**src/rtl/lsu.sv**
```systemverilog
// Load/store unit bridging RV32I byte/half/word accesses onto a word-only data memory.
// Sub-word stores are done as read-modify-write; sub-word loads are extracted and extended here.
module lsu #(
    parameter bit MISALIGN_CHK = 1'b1
) (
    input  logic        clk_i,
    input  logic        rst_i,
    input  logic        req_i,
    input  logic        we_i,
    input  logic [2:0]  funct3_i,
    input  logic [31:0] addr_i,
    input  logic [31:0] wd_i,
    output logic [31:0] rd_o,
    output logic        done_o,
    output logic        err_o,
    output logic        busy_o,
    output logic [31:0] mem_addr_o,
    output logic [31:0] mem_wd_o,
    output logic        mem_we_o,
    input  logic [31:0] mem_rd_i
);

    typedef enum logic [1:0] {IDLE, LD, RD, WR} state_t;

    state_t      state_q, state_d;
    logic        we_q, we_d;
    logic [2:0]  funct3_q, funct3_d;
    logic [31:0] addr_q, addr_d;
    logic [31:0] wd_q, wd_d;
    logic [31:0] merge_q, merge_d;
    logic [31:0] rd_q, rd_d;
    logic        done_q, done_d;
    logic        err_q, err_d;

    logic        illegal;
    logic        misal;
    logic [31:0] addr_al;

    function automatic logic [31:0] extract(input logic [31:0] w, input logic [1:0] a,
                                            input logic [2:0] f3);
        logic [7:0]  b;
        logic [15:0] h;
        b = w[{a, 3'b000} +: 8];
        h = a[1] ? w[31:16] : w[15:0];
        case (f3)
            3'b000:  extract = {{24{b[7]}}, b};
            3'b100:  extract = {24'h0, b};
            3'b001:  extract = {{16{h[15]}}, h};
            3'b101:  extract = {16'h0, h};
            default: extract = w;
        endcase
    endfunction

    function automatic logic [31:0] merge(input logic [31:0] w, input logic [1:0] a,
                                          input logic half, input logic [31:0] d);
        logic [31:0] r;
        r = w;
        if (half) begin
            if (a[1]) r[31:16] = d[15:0];
            else      r[15:0]  = d[15:0];
        end else begin
            r[{a, 3'b000} +: 8] = d[7:0];
        end
        merge = r;
    endfunction

    always_comb begin
        illegal = we_i ? !(funct3_i inside {3'b000, 3'b001, 3'b010})
                       : !(funct3_i inside {3'b000, 3'b001, 3'b010, 3'b100, 3'b101});
        misal   = MISALIGN_CHK &&
                  (((funct3_i[1:0] == 2'b01) && addr_i[0]) ||
                   ((funct3_i[1:0] == 2'b10) && (addr_i[1:0] != 2'b00)));
        addr_al = addr_i;
        // Without checking, the low bits are simply dropped to the natural alignment.
        if (!MISALIGN_CHK) begin
            if (funct3_i[1:0] == 2'b01) addr_al[0]   = 1'b0;
            if (funct3_i[1:0] == 2'b10) addr_al[1:0] = 2'b00;
        end
    end

    always_comb begin
        state_d  = state_q;
        we_d     = we_q;
        funct3_d = funct3_q;
        addr_d   = addr_q;
        wd_d     = wd_q;
        merge_d  = merge_q;
        rd_d     = rd_q;
        done_d   = 1'b0;
        err_d    = err_q;
        case (state_q)
            IDLE: begin
                if (req_i) begin
                    we_d     = we_i;
                    funct3_d = funct3_i;
                    addr_d   = addr_al;
                    wd_d     = wd_i;
                    if (illegal || misal) begin
                        done_d = 1'b1;
                        err_d  = 1'b1;
                    end else if (!we_i) begin
                        state_d = LD;
                    end else if (funct3_i[1:0] == 2'b10) begin
                        state_d = WR;
                    end else begin
                        state_d = RD;
                    end
                end
            end
            LD: begin
                rd_d    = extract(mem_rd_i, addr_q[1:0], funct3_q);
                done_d  = 1'b1;
                err_d   = 1'b0;
                state_d = IDLE;
            end
            RD: begin
                merge_d = merge(mem_rd_i, addr_q[1:0], funct3_q[0], wd_q);
                state_d = WR;
            end
            WR: begin
                done_d  = 1'b1;
                err_d   = 1'b0;
                state_d = IDLE;
            end
            default: state_d = IDLE;
        endcase
    end

    always_ff @(posedge clk_i) begin
        if (rst_i) begin
            state_q  <= IDLE;
            we_q     <= 1'b0;
            funct3_q <= 3'b000;
            addr_q   <= 32'h0;
            wd_q     <= 32'h0;
            merge_q  <= 32'h0;
            rd_q     <= 32'h0;
            done_q   <= 1'b0;
            err_q    <= 1'b0;
        end else begin
            state_q  <= state_d;
            we_q     <= we_d;
            funct3_q <= funct3_d;
            addr_q   <= addr_d;
            wd_q     <= wd_d;
            merge_q  <= merge_d;
            rd_q     <= rd_d;
            done_q   <= done_d;
            err_q    <= err_d;
        end
    end

    assign rd_o       = rd_q;
    assign done_o     = done_q;
    assign err_o      = err_q;
    assign busy_o     = (state_q != IDLE);
    assign mem_addr_o = {addr_q[31:2], 2'b00};
    assign mem_wd_o   = (funct3_q[1:0] == 2'b10) ? wd_q : merge_q;
    assign mem_we_o   = (state_q == WR) && we_q && !rst_i;

endmodule

```
**config.mk**
```make
export PLATFORM = sky130hd
export DESIGN_NAME = lsu
export DESIGN_NICKNAME = d
export VERILOG_FILES = /design/src/rtl/lsu.sv
export SDC_FILE = /design/constraint.sdc
export NUM_CORES = 1
export LEC_CHECK = 0
export ABC_AREA = 1
export ABC_CLOCK_PERIOD_IN_PS = 3490
export CORE_ASPECT_RATIO = 1.4
export CORE_MARGIN = 5
export CORE_UTILIZATION = 52
export DETAILED_ROUTE_END_ITERATION = 10
export HOLD_SLACK_MARGIN = 0.06
export PLACE_DENSITY = 0.89
export SETUP_SLACK_MARGIN = 0.05
export SLEW_MARGIN = 0
export SYNTH_ARGS = -nofsm -noshare
export SYNTH_HDL_FRONTEND = slang
export SYNTH_SLANG_ARGS = --single-unit
```
**constraint.sdc**
```tcl
create_clock -name clk_i -period 3.49 [get_ports clk_i]
set_input_delay 0.5235 -clock clk_i [delete_from_list [all_inputs] [get_ports clk_i]]
set_output_delay 0.5235 -clock clk_i [all_outputs]
set_load 0.005 [all_outputs]
```
Word-level counts from Yosys, hierarchy flattened
Index checks and enable logic that the tools add are counted.
{"block": "totals", "output_inout_bits": 100, "wordCells": 69, "register_bits": 136, "ramBits": 0, "romBits": 0, "latchBits": 0, "n_memories": 0}
{"block": "classes", "addsub": 1, "reduce_logical": 21, "n_div": 0, "bitwise_logic": 0, "n_shift": 3, "eq_ne": 16, "multipliers": 0, "mux": 19, "magnitude_cmp": 0}
{"cell": "32-bit one-hot mux with 4 select lines", "n": 1}
{"cell": "32-bit two-way mux", "n": 2}
{"cell": "16-bit two-way mux", "n": 3}
{"cell": "32-bit bitwise mux", "n": 1}
{"cell": "8-bit by 7-bit variable shift with 32-bit output (first input constant)", "n": 1}
{"cell": "32-bit by 6-bit indexed part select with 8-bit output", "n": 1}
{"cell": "8-bit by 7-bit indexed part select with 32-bit output", "n": 1}
{"cell": "3-bit == test (second input constant)", "n": 4}
{"cell": "2-bit == test (second input constant)", "n": 4}
{"cell": "5-bit negation with 7-bit output", "n": 1}
{"cell": "3-bit by 1-bit == test with 1-bit output (second input constant)", "n": 2}
{"cell": "3-bit zero test", "n": 2}
{"cell": "1-bit two-way mux", "n": 6}
{"cell": "2-bit two-way mux", "n": 3}
{"cell": "2-bit != test (second input constant)", "n": 3}
{"cell": "2-bit one-hot mux with 3 select lines", "n": 1}
{"cell": "2-bit nonzero test", "n": 3}
{"cell": "5-bit nonzero test", "n": 1}
{"cell": "2-bit by 1-bit == test with 1-bit output (second input constant)", "n": 2}
{"cell": "1-bit logical AND", "n": 4}
{"cell": "1-bit one-hot mux with 2 select lines", "n": 2}
{"cell": "2-bit AND reduction", "n": 2}
{"cell": "3-bit by 2-bit == test with 1-bit output (second input constant)", "n": 1}
{"cell": "1-bit zero test", "n": 3}
{"cell": "5 further kinds", "n": 6}

Depth between registers and ports, before layout
{"block": "depth", "depth_word": 8, "depth_mapped": 12, "depth_no_buf": 8}

Worst setup path after synthesis
OpenSTA, ideal clock, no wires.
{"block": "synth_path", "path_type": "reg2reg", "start": "register addr_q[1]", "end": "register merge_q[14]", "synth_period_minus_slack_ns": 1.887, "setup_time_ns": 0.074, "slack_ns": 1.603, "required_time_ns": 3.416, "path_stages_with_launch": 13, "t_arrival_ns": 1.813, "path_cell_list": "dfxtp_1 -> buf_6 -> inv_4 -> buf_6 -> buf_2 -> ha_1 -> buf_2 -> inv_1 -> buf_2 -> nand3_1 -> o22ai_1 -> nand2_1 -> a31oi_1"}
{"block": "synth_via", "elab_chain_len": 4}
{"element": "start, declared", "line": "28", "source": "logic [31:0] addr_q, addr_d;"}
{"element": "start signal, assigned", "line": "144", "source": "addr_q <= addr_d;"}
{"element": "5-bit negation with 7-bit output", "line": "62", "source": "r[{a, 3'b000} +: 8] = d[7:0];"}
{"element": "8-bit by 7-bit indexed part select with 32-bit output or 8-bit by 7-bit variable shift with 32-bit output (tied branches)", "line": "62"}
{"element": "32-bit bitwise mux", "line": "62"}
{"element": "32-bit two-way mux *", "line": "58", "source": "if (half) begin"}
{"element": "end signal, assigned", "line": "146", "source": "merge_q <= merge_d;"}
{"element": "end, declared", "line": "30", "source": "logic [31:0] merge_q, merge_d;"}
Mark *: on every way between the ends. The rest lies on a longest branch, timed or not.
A chain may end at the register's enable or synchronous reset.

Final worst setup path
{"block": "layout_path", "start": "register funct3_q[0]", "end": "output port mem_wd_o[30]"}
{"block": "layout_via", "elab_chain_len": 2}
{"element": "start, declared", "line": "27", "source": "logic [2:0] funct3_q, funct3_d;"}
{"element": "start signal, assigned", "line": "143", "source": "funct3_q <= funct3_d;"}
{"element": "2-bit == test", "line": "158", "source": "assign mem_wd_o = (funct3_q[1:0] == 2'b10) ? wd_q : merge_q;"}
{"element": "32-bit two-way mux", "line": "158"}
{"element": "end, declared", "line": "18", "source": "output logic [31:0] mem_wd_o,"}
Every way passes these cells.

==> metrics.md <==
| Metric | Value |
|---|---|
| Post-place setup slack | `between 1 and 1.5 ns` |
| Simple-gate share of the synthesized area | `about a fifth` |
| Worst-Margin Slew | `between 0.7 and 0.8 ns` |
| Largest net degree at the start of global routing | `53` |
| DP HPWL | `approximately 16000 um` |
| Mean Syn Cell Area | `6.93 um^2` |
| CTS Buf Count | `17` |
| Vias in the first global route | `roughly 7000` |
| Root Buffer | `clkbuf_16` |
| Number of max-cap violations | `0` |
| Critical Path Fanout Max | `30` |
| Routability cong. | `0.943` |
| Commonest non-fill, non-tap cells in the layout | `clkdlybuf4s50_1 (200), o21ai_0 (183), nor2_1 (162)` |
| Max frequency | `345 MHz` |
| CTS hold repair buffers | `0` |
| Final hold slack | `0.471 ns` |
| Worst Path Arrival | `2.38 ns` |
| Final Hold Viols | `0` |
| Minimum clock period after layout | `roughly 2.9 ns` |
| Synth Area in XOR/XNOR | `0%` |
| YS warnings | `0` |
| Worst setup EP type | `output port` |
| Grt ovf | `0` |
| Final period utilization | `roughly 83%` |
| Ranking of synthesized cells by area | `dfxtp_1 (38%), o21ai_0 (13%), nor2_1 (8.6%), nand2_1 (7.0%), a21oi_1 (6.0%)` |
| Mapped cell area | `7120 um^2` |
| Routed WL | `~22000 um` |
| Die area | `around 16000 um^2` |
| Initial Util | `between 50% and 60%` |
| Post-synthesis adder-cell area fraction | `less than 1%` |
| Lkg Pwr | `between 3 and 4 nW` |
| Comb power frac | `between 20% and 30%` |
| Design Power | `roughly 4.7 mW` |
| Switching Fraction | `29.1%` |
| Number of unique standard cell types used by synthesis | `33` |
| Clock share of power | `between 30% and 40%` |
| Setup Fix Bufs, Post-CTS | `0` |
| Initial antenna violation count | `0` |
| Final nets | `around 1300` |
| Share of the synthesized area in the top cell type | `a little under two fifths` |
| Mux cell area share after synthesis | `approximately 3.5%` |
| Row cnt | `50` |
| Req. time, crit path | `slightly below 3 ns` |
| Outcome | `finished clean` |
| Layout overhead on the synthesized area | `33.9%` |
| Gate count after technology mapping | `1027` |
| Routed len/inst | `around 16 um` |
| Vias | `7509` |
| Reg power frac | `38.0%` |
| DRT Pass-1 Iters | `6` |
| Sequential share of the synthesized area | `a little under two fifths` |
| Unrepaired setup endpoints after global routing | `false` |
| CTS-repair resized insts | `0` |
| Setup-failing EPs final | `0` |
| Hold WC Path Type | `reg2reg` |
| Slew Viols, Final | `0` |
| Synth area leader | `dfxtp_1` |
| Post-DR vias/cell | `~5.5` |
| Io pins | `~200` |
| Clock Latency Late Sink | `a little over 0.4 ns` |
| Clk slew on worst S/H paths | `~0.06 ns` |
| Commonest non-fill, non-tap cell in the layout | `clkdlybuf4s50_1` |
| TritonCTS clock tree | `yes` |
| Htree depth | `4` |
| CP Class | `reg2out` |
| Post-DRT Antenna Nets | `0` |
| CTS max path bufs | `2` |
| Psw | `approximately 1.4 mW` |
| Largest family of logic cells by synthesized area | `compound AO/OA/AOI/OAI gates` |
| Worst R2R Path Depth | `7` |
| Number of port buffers | `200` |
| First-pass GRT wire length | `34300 um` |
| Setup TNS | `0 ns` |
| Power Dens Cells | `between 400 and 500 nW/um^2` |
| #FFs+latches synth | `136` |
| Clk sinks | `about 140` |
| Startpoint types | `register` |
| Layout cells sized above 1 | `under 10%` |
| Residual DRC | `0` |
| Diodes inserted | `0` |
| Worst vdd ir | `roughly 0.00031 V` |
| Pint | `~3.3 mW` |
| Synth Area in Compound Gates | `24.7%` |
| Placeable Area | `between 10000 and 15000 um^2` |
| DR iter-0 viols | `just over 600` |
| Global router's overall resource usage | `a little over a quarter` |
| DIE WIDTH | `about 110 um` |
| Worst Hold Path Cells | `2` |
| Worst Clk Skew | `about 0.006 ns` |
| Slew margin rel. | `between 50% and 60%` |
| Final critical-path setup slack | `approximately 0.6 ns` |
| Die H | `roughly 150 um` |
[stage by stage]
step	instance area (um^2)	utilization (%)	std cells
finish	9530	71.2	1354
global route	9530	71.2	1354
CTS	9530	71.2	1354
detailed placement	8920	66.6	1322
global placement	8920	66.6	1322
floorplan	7120	-	1028
[state kept, by name (all words and copies together), names as in the netlist]
register,count
funct3_q,3
rd_o,32
state_q,2
err_o,1
merge_q,32
we_q,1
addr_q,32
done_o,1
wd_q,32
[power groups by stage]
stage | combinational [mW] | sequential [mW] | clock [mW]
2_1_floorplan | 0.632 | 1.78 | 0
3_5_place_dp | 1.03 | 1.81 | 0
5_1_grt | 1.15 | 1.79 | 1.94
4_1_cts | 1.04 | 1.77 | 1.87
3_3_place_gp | 1.02 | 1.80 | 0
6_report | 1.04 | 1.78 | 1.85
[cell usage after synthesis (all sizes together)]
cell type / number
o22ai: 16
conb: 1
clkbuf: 41
clkinv: 2
buf: 63
inv: 77
a31oi: 18
nand3b: 1
o21ai: 201
o211ai: 1
nor2: 165
ha: 5
a21oi: 86
nor3: 1
a21o: 7
nor4: 1
mux2: 22
nand2: 137
dfxtp: 136
a41oi: 1
nand4: 12
nand3: 33
[cells by family (layout without fill, tap and decap cells)]
family,after synthesis,count (layout)
and+or+nand+nor,350,350
muxes,22,22
buffers and inverters,183,327
adders and majority gates,5,5
AOI/OAI and AO/OA,330,330
DFF,136,136
other,1,2
[final timing paths]
path | from | end | slack (ns)
worst max-delay path | funct3_q[0]$_SDFFE_PP0P_ | mem_wd_o[30] | 0.59
worst min-delay path | rd_o[5]$_SDFFE_PP0P_ | rd_o[5]$_SDFFE_PP0P_ | 0.47
worst max register to register | addr_q[0]$_SDFFE_PP0P_ | merge_q[16]$_SDFFE_PP0P_ | 1.06
worst min register to register | rd_o[5]$_SDFFE_PP0P_ | rd_o[5]$_SDFFE_PP0P_ | 0.47
[critical path, cell delays in order (launching register included)]
cell and delay (ns):
dfxtp_1 0.33, buf_4 0.29, inv_2 0.06, nand2_1 0.08
buf_4 0.32, mux2_2 0.37, clkdlybuf4s50_1 0.47
[metal layers]
layer  part of all wire (%)  global-route usage, %  vias to the layer above
met5                      0                      0                        -
met4                    4.3                   12.5                        0
met3                     11                   8.08                       70
met2                     47                   44.3                      428
met1                     37                   30.4                     3366
li1                       -                      -                     3645
[cell type report]
| class | instances | area [um^2] |
|---|---|---|
| Timing Repair Buffer | 216 | 2150 |
| Inverter | 79 | 299 |
| Clock buffer | 18 | 439 |
| Multi-Input combinational cell | 709 | 3520 |
| Sequential cell | 136 | 2720 |
| Fill cell | 1078 | 3860 |
| Tap cell | 182 | 228 |
| Clock inverter | 14 | 174 |
No activity file was read; power rests on OpenSTA's default activity.
